`src/rtl/fp32_vec_compare.sv`:
```
// Streaming FP32 vector compare, exact or ULP-tolerance, LANES elements per beat.
// Optional macro FP32_CMP_TRACE_EN: sim-only mismatch trace plus parameter sanity check.

package utils;
  typedef enum logic [1:0] {IDLE = 2'd0, WAIT = 2'd1, READY = 2'd2} state;
endpackage

module fp32_vec_compare #(
  parameter int VEC_LEN = 16,
  parameter int LANES   = 4,
  parameter int IDX_W   = $clog2(VEC_LEN),
  parameter int CNT_W   = $clog2(VEC_LEN + 1)
) (
  input  logic                  clk,
  input  logic                  rst,
  input  logic                  start,
  input  logic                  mode_ulp,
  input  logic [7:0]            tol,
  input  logic                  in_valid,
  output logic                  in_ready,
  input  logic [LANES*32-1:0]   a_data,
  input  logic [LANES*32-1:0]   b_data,
  output logic                  busy,
  output logic                  done,
  output logic                  equal,
  output logic [CNT_W-1:0]      mismatch_cnt,
  output logic                  first_valid,
  output logic [IDX_W-1:0]      first_idx
);
  import utils::*;

  // state | meaning
  // IDLE  | after reset, no results
  // WAIT  | accepting beats, then draining the 2-stage pipeline
  // READY | results valid, held until the next start

  localparam int BEATS = VEC_LEN / LANES;
  localparam int BCW   = (BEATS > 1) ? $clog2(BEATS) : 1;

  state               r_state;
  logic               r_mode_ulp;
  logic [7:0]         r_tol;
  logic [BCW-1:0]     r_beat_cnt;
  logic               r_in_ready;
  logic               r_s1_valid;
  logic               r_s1_last;
  logic [LANES-1:0]   r_s1_flags;
  logic [BCW-1:0]     r_s1_beat;
  logic               r_s2_last;
  logic               r_done;
  logic               r_equal;
  logic [CNT_W-1:0]   r_cnt;
  logic               r_first_valid;
  logic [IDX_W-1:0]   r_first_idx;

  logic               w_accept;
  logic               w_last_beat;
  logic [LANES-1:0]   w_flags;
  logic [CNT_W-1:0]   w_pop;
  logic [IDX_W-1:0]   w_lane;
  logic [IDX_W-1:0]   w_idx;

  // Sign-magnitude to two's complement ordering; 34 bits so |a-b| cannot wrap at +-max.
  function automatic logic [33:0] f_ulp_diff(input logic [31:0] a, input logic [31:0] b);
    logic signed [33:0] v_oa;
    logic signed [33:0] v_ob;
    logic signed [33:0] v_d;
    v_oa = $signed({3'b000, a[30:0]});
    v_ob = $signed({3'b000, b[30:0]});
    if (a[31]) v_oa = -v_oa;
    if (b[31]) v_ob = -v_ob;
    v_d = v_oa - v_ob;
    if (v_d < 0) v_d = -v_d;
    return v_d;
  endfunction

  function automatic logic f_mismatch(input logic [31:0] a, input logic [31:0] b,
                                      input logic ulp, input logic [7:0] t);
    logic v_nan;
    logic v_mis;
    v_nan = (&a[30:23] && |a[22:0]) || (&b[30:23] && |b[22:0]);
    if (v_nan)
      v_mis = 1'b1;
    else if (ulp)
      v_mis = f_ulp_diff(a, b) > {26'd0, t};
    else
      v_mis = !((a[30:0] == 31'd0 && b[30:0] == 31'd0) || a == b);
    return v_mis;
  endfunction

  assign w_accept    = in_valid && r_in_ready;
  assign w_last_beat = (r_beat_cnt == BCW'(BEATS - 1));

  always_comb begin
    w_flags = '0;
    for (int i = 0; i < LANES; i++)
      w_flags[i] = f_mismatch(a_data[32*i +: 32], b_data[32*i +: 32], r_mode_ulp, r_tol);
  end

  always_comb begin
    w_pop  = '0;
    w_lane = '0;
    for (int i = LANES - 1; i >= 0; i--)
      if (r_s1_flags[i]) w_lane = IDX_W'(i);
    for (int i = 0; i < LANES; i++)
      w_pop = w_pop + CNT_W'(r_s1_flags[i]);
  end

  assign w_idx = IDX_W'(r_s1_beat) * IDX_W'(LANES) + w_lane;

  always_ff @(posedge clk or posedge rst) begin
    if (rst) begin
      r_state       <= IDLE;
      r_mode_ulp    <= 1'b0;
      r_tol         <= '0;
      r_beat_cnt    <= '0;
      r_in_ready    <= 1'b0;
      r_s1_valid    <= 1'b0;
      r_s1_last     <= 1'b0;
      r_s1_flags    <= '0;
      r_s1_beat     <= '0;
      r_s2_last     <= 1'b0;
      r_done        <= 1'b0;
      r_equal       <= 1'b0;
      r_cnt         <= '0;
      r_first_valid <= 1'b0;
      r_first_idx   <= '0;
    end else begin
      r_done     <= 1'b0;
      r_s1_valid <= w_accept;
      r_s1_last  <= w_accept && w_last_beat;
      r_s2_last  <= r_s1_valid && r_s1_last;
      if (w_accept) begin
        r_s1_flags <= w_flags;
        r_s1_beat  <= r_beat_cnt;
        r_beat_cnt <= r_beat_cnt + 1'b1;
        if (w_last_beat) r_in_ready <= 1'b0;
      end
      if (r_s1_valid) begin
        r_cnt <= r_cnt + w_pop;
        // Earliest beat wins; later mismatches never overwrite.
        if (!r_first_valid && |r_s1_flags) begin
          r_first_valid <= 1'b1;
          r_first_idx   <= w_idx;
        end
      end
      case (r_state)
        IDLE, READY: begin
          if (start) begin
            r_state       <= WAIT;
            r_mode_ulp    <= mode_ulp;
            r_tol         <= tol;
            r_beat_cnt    <= '0;
            r_in_ready    <= 1'b1;
            r_equal       <= 1'b0;
            r_cnt         <= '0;
            r_first_valid <= 1'b0;
            r_first_idx   <= '0;
          end
        end
        WAIT: begin
          if (r_s2_last) begin
            r_state <= READY;
            r_done  <= 1'b1;
            r_equal <= (r_cnt == '0);
          end
        end
        default: r_state <= IDLE;
      endcase
    end
  end

  assign in_ready     = r_in_ready;
  assign busy         = (r_state == WAIT);
  assign done         = r_done;
  assign equal        = r_equal;
  assign mismatch_cnt = r_cnt;
  assign first_valid  = r_first_valid;
  assign first_idx    = r_first_idx;

`ifdef FP32_CMP_TRACE_EN
  logic [LANES*32-1:0] r_s1_a;
  logic [LANES*32-1:0] r_s1_b;

  always_ff @(posedge clk or posedge rst) begin
    if (rst) begin
      r_s1_a <= '0;
      r_s1_b <= '0;
    end else if (w_accept) begin
      r_s1_a <= a_data;
      r_s1_b <= b_data;
    end
  end

  always @(posedge clk) begin
    if (!rst && r_s1_valid) begin
      for (int i = 0; i < LANES; i++) begin
        if (r_s1_flags[i])
          $display("fp32_vec_compare: mismatch idx=%0d a=%08h b=%08h mode=%s diff=%0d",
                   int'(r_s1_beat) * LANES + i, r_s1_a[32*i +: 32], r_s1_b[32*i +: 32],
                   r_mode_ulp ? "ulp" : "exact", f_ulp_diff(r_s1_a[32*i +: 32], r_s1_b[32*i +: 32]));
      end
    end
  end

  if (LANES < 1 || (VEC_LEN % LANES) != 0) begin : g_param_chk
    $error("fp32_vec_compare: VEC_LEN must be a multiple of LANES and LANES >= 1");
  end
`endif

endmodule

```
`config.mk`:
```
export PLATFORM = sky130hd
export DESIGN_NAME = fp32_vec_compare
export DESIGN_NICKNAME = d
export VERILOG_FILES = /design/src/rtl/fp32_vec_compare.sv
export SDC_FILE = /design/constraint.sdc
export NUM_CORES = 1
export LEC_CHECK = 0
export ABC_AREA = 1
export CORE_MARGIN = 3
export CORE_UTILIZATION = 24
export DETAILED_ROUTE_END_ITERATION = 6
export GPL_ROUTABILITY_DRIVEN = 0
export PLACE_DENSITY = 0.48
export SLEW_MARGIN = 0
export SYNTH_ARGS = -nofsm -noshare
export SYNTH_HDL_FRONTEND = slang
export SYNTH_SLANG_ARGS = --single-unit
```
`constraint.sdc`:
```
create_clock -name clk -period 5.6 [get_ports clk]
set_input_delay 1.12 -clock clk [delete_from_list [all_inputs] [get_ports clk]]
set_output_delay 1.12 -clock clk [all_outputs]
set_load 0.005 [all_outputs]
```
==> qor.csv, run 1 <==
metric;value;unit
outcome;finished, violations left;
failing checks;negative setup slack;
cell count after synthesis;5132;
area fraction in and, or, nand and nor cells after synthesis;0.5221;
commonest non-fill, non-tap cells in the layout;1,709 x nand2_1, 1,310 x buf_4, 858 x inv_1;
dpl hpwl;98310;um
share of cells above drive strength 1;0.2656;
multiplexer share of the synthesized area;0;
commonest register cell after synthesis;dfrtp_1;
crit share post-route;1.087;
DRT Pass-1 Iters;7;
hold endpoint;r_s2_last$_DFF_PP0_;
WP buf/inv;6;
Clock Root Buffer;clkbuf_16;
Peak VDD IR;0.1561;mV
area share of fa/ha/maj cells after synthesis;0.09106;
NumNets Final;7141;
CP endpoint kind;flip-flop;
Crit Path Class;in2reg;
Vias;35893;
Post-synth EDFFs;0;
Buffers on Ports;282;
Final Hold Viols;0;
clk buf depth;2;
dpl ws;-1.320;ns
antenna viol nets, final;0;
post-layout minimum cycle time;6.088;ns
crit path max-delay cell type;ha_1;
Slew Limit Fails;0;
die area;112300;um2
wire per inst;13.74;um
die width;335.1;um
Total Wirelength;111200;um
Synth Register Bits;35;
Achievable Freq;164.3;MHz
worst-path maximum fanout;7;
Mapped Avg Cell Area;5.066;um2
setup TNS;-1.448;ns
Post-Syn Nets;5586;
clk_lat worst skew;0.29;ns
final std cells w/o fill;8094;
max-cap violations;0;
crit path DAT;6.26;ns
Final Instance Area;41700;um2
Post-Synth XOR/XNOR Area;0.1068;
pwr dens;211.3;nW/um2
Yosys cell types;65;
grt ovf;0;
post-synthesis sequential area ratio;0.03369;
gr usage total;0.1907;
relative slew slack;0.2788;
vias per std cell;4.435;
largest family of logic cells by synthesized area;simple AND/OR/NAND/NOR gates;
clock sink count;35;
CTS clock-pin slew for the worst setup and hold paths;0.06;ns
R2R Path End;r_s1_flags[0]$_DFFE_PP0P_;
slew at the pin closest to its max-slew limit;1.068;ns
r2r setup slk;3.02;ns
Final setup viols;4;
Syn-to-layout area delta;60.40;%
most frequent CP cell;nor2_1;
asr flop ratio synth;1.000;
vias in the first global route;34620;
LEAKAGE;23.02;nW
worst hold path class;reg2reg;
Critical R2R Launch;r_tol[1]$_DFFE_PP0P_;
Core Util, Final;0.3884;
Cells after DPL;7989;
H-tree depth;2;
post-synthesis compound-gate area fraction;0.1003;
CTS tree;yes;
Hold Buf Count CTS;0;
hold path depth;2;
Top Family by Delay on Critical Path;simple AND/OR/NAND/NOR gates;
worst-case reg-to-reg path depth;17;
largest net degree at the start of global routing;44;
skew final;0.01219;ns
hold path start;r_s1_last$_DFF_PP0_;
slowest stage delay, CP;0.37;ns
Initial Util;0.2422;
most common cell after layout, fill and taps aside;nand2_1;
Worst setup SP type;input port;
# rows;120;
Critical Path RT;5.77;ns
first-pass GRT wire length;174600;um
num ports;283;
Netlist Area Pre-Place;26000;um2
initial antenna violation count;2;
Worst Slack Setup Final;-0.4875;ns
Initial DRC Count;2199;
total placed instance area;39650;um2
core footprint;107400;um2
yosys warns;0;
Die Y;335.1;um
DRC Markers;0;
RSZ-0062 raised after global routing;true;
CTS Buf Count;5;
==> stage by stage <==
stage	hold slack [ns]	power, mW
2_1_floorplan	0.4126	4.627
3_3_place_gp	0.4322	7.970
3_5_place_dp	0.4285	8.067
4_1_cts	0.4447	8.668
5_1_grt	0.4791	9.855
6_report	0.4439	8.811
==> worst register-to-register path: cells and delay by family, from the launching register on <==
kind / cells / cell delay, ns
flip-flops: 1 / 0.35
AO/OA/AOI/OAI: 8 / 0.87
adder cells (fa/ha/maj): 1 / 0.32
AND/OR/NAND/NOR: 6 / 0.55
buffers and inverters: 2 / 0.36
==> what timing repair did <==
action | in CTS | in global routing
resized for setup | 208 | 194
pin swaps | 133 | 161
setup buffers | 64 | 31
setup endpoints to repair | 4 | 4
==> sequential cells by signal, summed over array words and instances (netlist names), 2 cells and up <==
| name | flops |
|---|---|
| first_idx | 4 |
| r_tol | 8 |
| r_s1_flags | 4 |
| r_state | 2 |
| mismatch_cnt | 5 |
| r_s1_beat | 2 |
| r_beat_cnt | 2 |
==> synthesized netlist by cell type, drive strengths merged (6+ instances only) <==
cell type / n / share of area
and2: 6 / 0.0014
clkinv: 7 / 0.0010
nand2: 1823 / 0.27
nor2: 655 / 0.10
fa: 7 / 0.0054
a221oi: 16 / 0.0054
buf: 25 / 0.0078
xor2: 237 / 0.080
dfrtp: 35 / 0.034
xnor2: 80 / 0.027
o21ai: 151 / 0.030
nand3: 404 / 0.082
nor4: 26 / 0.0065
o22ai: 31 / 0.0075
o2111ai: 9 / 0.0030
o31ai: 12 / 0.0035
o21bai: 11 / 0.0032
or2: 20 / 0.0048
a31oi: 16 / 0.0039
clkbuf: 30 / 0.0043
nor3: 80 / 0.017
nand3b: 36 / 0.010
ha: 178 / 0.086
inv: 920 / 0.13
a21oi: 177 / 0.035
nand4: 102 / 0.025
==> report_power, final <==
group / total (mW) / internal, mW / switching (mW)
clock network: 0.327 / 0.211 / 0.116
logic: 8.00 / 3.61 / 4.39
registers: 0.481 / 0.366 / 0.116
total: 8.81 / 4.19 / 4.62
==> worst max path at each step <==
stage / start / endpoint / slack [ns] / cells after the start
2_1_floorplan: b_data[65] / r_s1_flags[2]$_DFFE_PP0P_ / -0.46 / 48
3_3_place_gp: b_data[65] / r_s1_flags[2]$_DFFE_PP0P_ / -1.39 / 47
3_5_place_dp: b_data[65] / r_s1_flags[2]$_DFFE_PP0P_ / -1.32 / 47
4_1_cts: b_data[65] / r_s1_flags[2]$_DFFE_PP0P_ / -0.82 / 47
5_1_grt: b_data[64] / r_s1_flags[2]$_DFFE_PP0P_ / -0.95 / 48
6_report: a_data[0] / r_s1_flags[0]$_DFFE_PP0P_ / -0.49 / 40
==> routing by layer <==
layer / GRT usage / vias up / wire (um)
met5: 0 / - / 0
met4: 0.03537 / 0 / 2141
met3: 0.02107 / 101 / 4373
met2: 0.3352 / 594 / 52560
met1: 0.2521 / 15971 / 52140
li1: - / 19227 / -
==> final cells by class <==
type / instances / area [um2]
Fill cell: 11870 / 65650
Multi-Input combinational cell: 4115 / 22570
Timing Repair Buffer: 1603 / 12820
Inverter: 927 / 3500
Tap cell: 1403 / 1755
Sequential cell: 35 / 875.8
Clock buffer: 5 / 125.1
Clock inverter: 3 / 46.29
Antenna cell: 3 / 7.507
==> cell families after synthesis <==
family | Yosys count
and+or+nand+nor | 3163
buffers and inverters | 982
AOI/OAI and AO/OA | 450
xor gates and xnor gates | 317
adders and majority gates | 185
DFF | 35
(Power assumes the default switching activity.)
==> run 2: changes to the inputs <==
- CELL_PAD_IN_SITES_DETAIL_PLACEMENT: not set -> 0
- CELL_PAD_IN_SITES_GLOBAL_PLACEMENT: not set -> 1
- CORE_ASPECT_RATIO: not set -> 1.25
- PLACE_DENSITY: 0.48 -> 0.63
- REMOVE_ABC_BUFFERS: not set -> 1
==> run 2 against run 1 <==
Effect of this change: largest cell class unchanged; worst setup slack better by 0.090 ns; first-iteration DRC count is 24% lower; die area hardly changed; non-clock buffer count is 98 higher; register-to-register slack worse by 0.02 ns; sequential power is 7.5% higher; total power is 3.0% higher; the flow finishes with violations (design-rule violations, negative setup slack); critical path depth is 4 higher.
==> qor.csv, run 2 (synthesized netlist as in run 1, its figures left out) <==
metric;value;unit;change
LEAKAGE;23.51;nW;+2.1%
Worst Slack Setup Final;-0.3975;ns;+0.09002 ns
dpl ws;-1.593;ns;-0.2734 ns
clock sink count;35;;unchanged
Core Util, Final;0.3988;;+0.01035
crit path max-delay cell type;clkdlybuf4s50_1;;
crit share post-route;1.071;;-0.01608
grt ovf;0;;unchanged
gr usage total;0.2012;;+0.01046
crit path DAT;6.19;ns;-0.07 ns
GR Util met2;0.3947;;+0.05952
initial antenna violation count;1;;-1
Reg with most FFs;r_tol;;
# rows;134;;+12%
H-tree depth;2;;unchanged
RSZ-0062 raised after global routing;true;;
hold endpoint;r_state[1]$_DFFE_PP0P_;;
largest net degree at the start of global routing;44;;unchanged
DRC Markers;3;;+3
num ports;283;;unchanged
CTS tree;yes;;
CTS Buf Count;5;;unchanged
hold path start;r_state[0]$_DFFE_PP0P_;;
skew final;0.004311;ns;-0.007879 ns
vias in the first global route;36293;;+4.8%
WP buf/inv;8;;+2
Worst Setup SP;a_data[68];;
Syn-to-layout area delta;64.34;%;
Die Y;374.0;um;+12%
pwr dens;212.4;nW/um2;+0.50%
Crit Path Class;in2reg;;
Peak VDD IR;0.1483;mV;-5.0%
Total Wirelength;117300;um;+5.4%
slew at the pin closest to its max-slew limit;1.135;ns;+0.06708 ns
most common cell after layout, fill and taps aside;nand2_1;;
antenna viol nets, final;0;;unchanged
outcome;finished, violations left;;
NumNets Final;7239;;+1.4%
max reg flops;8;;unchanged
Initial DRC Count;1666;;-24%
Hold Buf Count CTS;0;;unchanged
CTS clock-pin slew for the worst setup and hold paths;0.06;ns;about the same
share of cells above drive strength 1;0.2857;;+0.02019
Final Hold Viols;0;;unchanged
core footprint;107100;um2;-0.20%
die width;300.4;um;-10%
failing checks;design-rule violations, negative setup slack;;
relative slew slack;0.2335;;-0.04529
worst-case reg-to-reg path depth;20;;+3
Final setup viols;4;;unchanged
worst hold path class;reg2reg;;
Achievable Freq;166.7;MHz;+1.5%
DRT Pass-1 Iters;7;;unchanged
Critical Path RT;5.79;ns;+0.02 ns
worst-path maximum fanout;4;;-3
Clock Root Buffer;clkbuf_16;;
vias per std cell;4.456;;+0.49%
met3 usage;0.008880;;-0.01219
Initial Util;0.2427;;+0.0004921
Vias;36609;;+2.0%
first-pass GRT wire length;183300;um;+5.0%
wire per inst;14.28;um;+3.9%
hold path depth;1;;-1
layer with the highest usage;met2;;
Worst setup SP type;input port;;
Critical R2R Launch;r_tol[2]$_DFFE_PP0P_;;
die area;112300;um2;about the same
r2r setup slk;3.00;ns;-0.02 ns
Top Family by Delay on Critical Path;simple AND/OR/NAND/NOR gates;;
CP endpoint kind;flip-flop;;
Buffers on Ports;282;;unchanged
R2R Path End;r_s1_flags[2]$_DFFE_PP0P_;;
dpl hpwl;102400;um;+4.1%
clk buf depth;2;;unchanged
Slew Limit Fails;0;;unchanged
max-cap violations;0;;unchanged
grt met1 use;0.2304;;-0.02165
commonest non-fill, non-tap cells in the layout;1,691 x nand2_1, 1,412 x buf_4, 857 x inv_1;;
most frequent CP cell;nand2_1;;
clk_lat worst skew;0.30;ns;about the same
slowest stage delay, CP;0.43;ns;+0.06 ns
post-layout minimum cycle time;5.997;ns;-0.09002 ns
-- run 2: cell count changes in the layout (fill, tap and decap cells not counted), sizes merged, moves of 2 or more --
cell,change
diode,-2
clkdlybuf4s50,-7
dlymetal6s2s,+5
clkdlybuf4s15,+5
clkbuf,-2
buf,+105
dlygate4sd2,-8
clkinv,+2
-- run 2: per-stage QoR --
stage | cell area [um2] | setup TNS, ns | cells | hold slack, ns | power [mW]
finish | 42720 | -1.221 | 8215 | 0.4775 | 9.073
global route | 42720 | -2.716 | 8214 | 0.5015 | 10.09
CTS | 41560 | -1.907 | 8185 | 0.4865 | 8.866
detailed placement | 39740 | -5.636 | 8039 | 0.4707 | 8.169
global placement | 39740 | -5.202 | 8039 | 0.4594 | 8.089
floorplan | 25680 | -1.980 | 5077 | 0.4126 | 4.549
-- run 2: how the worst max path moves through the flow --
stage                                      to  depth (start not counted)
finish              r_s1_flags[2]$_DFFE_PP0P_                         44
global route        r_s1_flags[2]$_DFFE_PP0P_                         44
CTS                 r_s1_flags[2]$_DFFE_PP0P_                         43
detailed placement  r_s1_flags[2]$_DFFE_PP0P_                         47
global placement    r_s1_flags[2]$_DFFE_PP0P_                         47
floorplan           r_s1_flags[1]$_DFFE_PP0P_                         37
-- run 2: power by group --
group          switching [mW]  total, mW  internal (mW)
Combinational            4.47       8.21           3.73
Sequential              0.152      0.517          0.365
Clock                   0.136      0.348          0.213
Total                    4.76       9.07           4.31
-- run 2: repair_timing --
action                     4_1_cts  5_1_grt
resized for setup              262      268
buffers inserted               138       30
setup endpoints to repair        4        4
hold endpoints to repair         0        0
gates cloned                     0        0
pin swaps                      153      196
-- run 2: layout make-up --
| type | instances | area (um2) |
|---|---|---|
| diodes | 1 | 2.502 |
| clock buffers | 5 | 125.1 |
| clock inverters | 3 | 47.55 |
| fillers | 11757 | 64410 |
| inverters | 927 | 3507 |
| multi-input cells | 4115 | 22830 |
| flip-flops and latches | 35 | 875.8 |
| well taps | 1428 | 1787 |
| repair buffers | 1701 | 13550 |
-- run 2: worst register-to-register path, cell delays in order, from the launching register on --
cell     delay (ns)
dfrtp_1        0.36
inv_1          0.40
ha_4           0.30
a21oi_2        0.10
o21ai_1        0.07
a21oi_1        0.13
nor2_1         0.07
o21ai_1        0.15
nand2_1        0.08
o31ai_2        0.07
nand2_1        0.08
inv_1          0.05
nand2_1        0.04
nor2_1         0.09
nand2_1        0.07
nor2_2         0.12
nand2_1        0.06
nor2_1         0.09
nand2_1        0.05
nand2_1        0.07
a21oi_2        0.05
-- run 2: metal layers --
metal / vias up / wire length, um / share of wire
met5: - / 0 / 0
met4: 0 / 4180 / 0.036
met3: 203 / 2873 / 0.024
met2: 653 / 61400 / 0.52
met1: 16352 / 48820 / 0.42
li1: 19401 / - / -
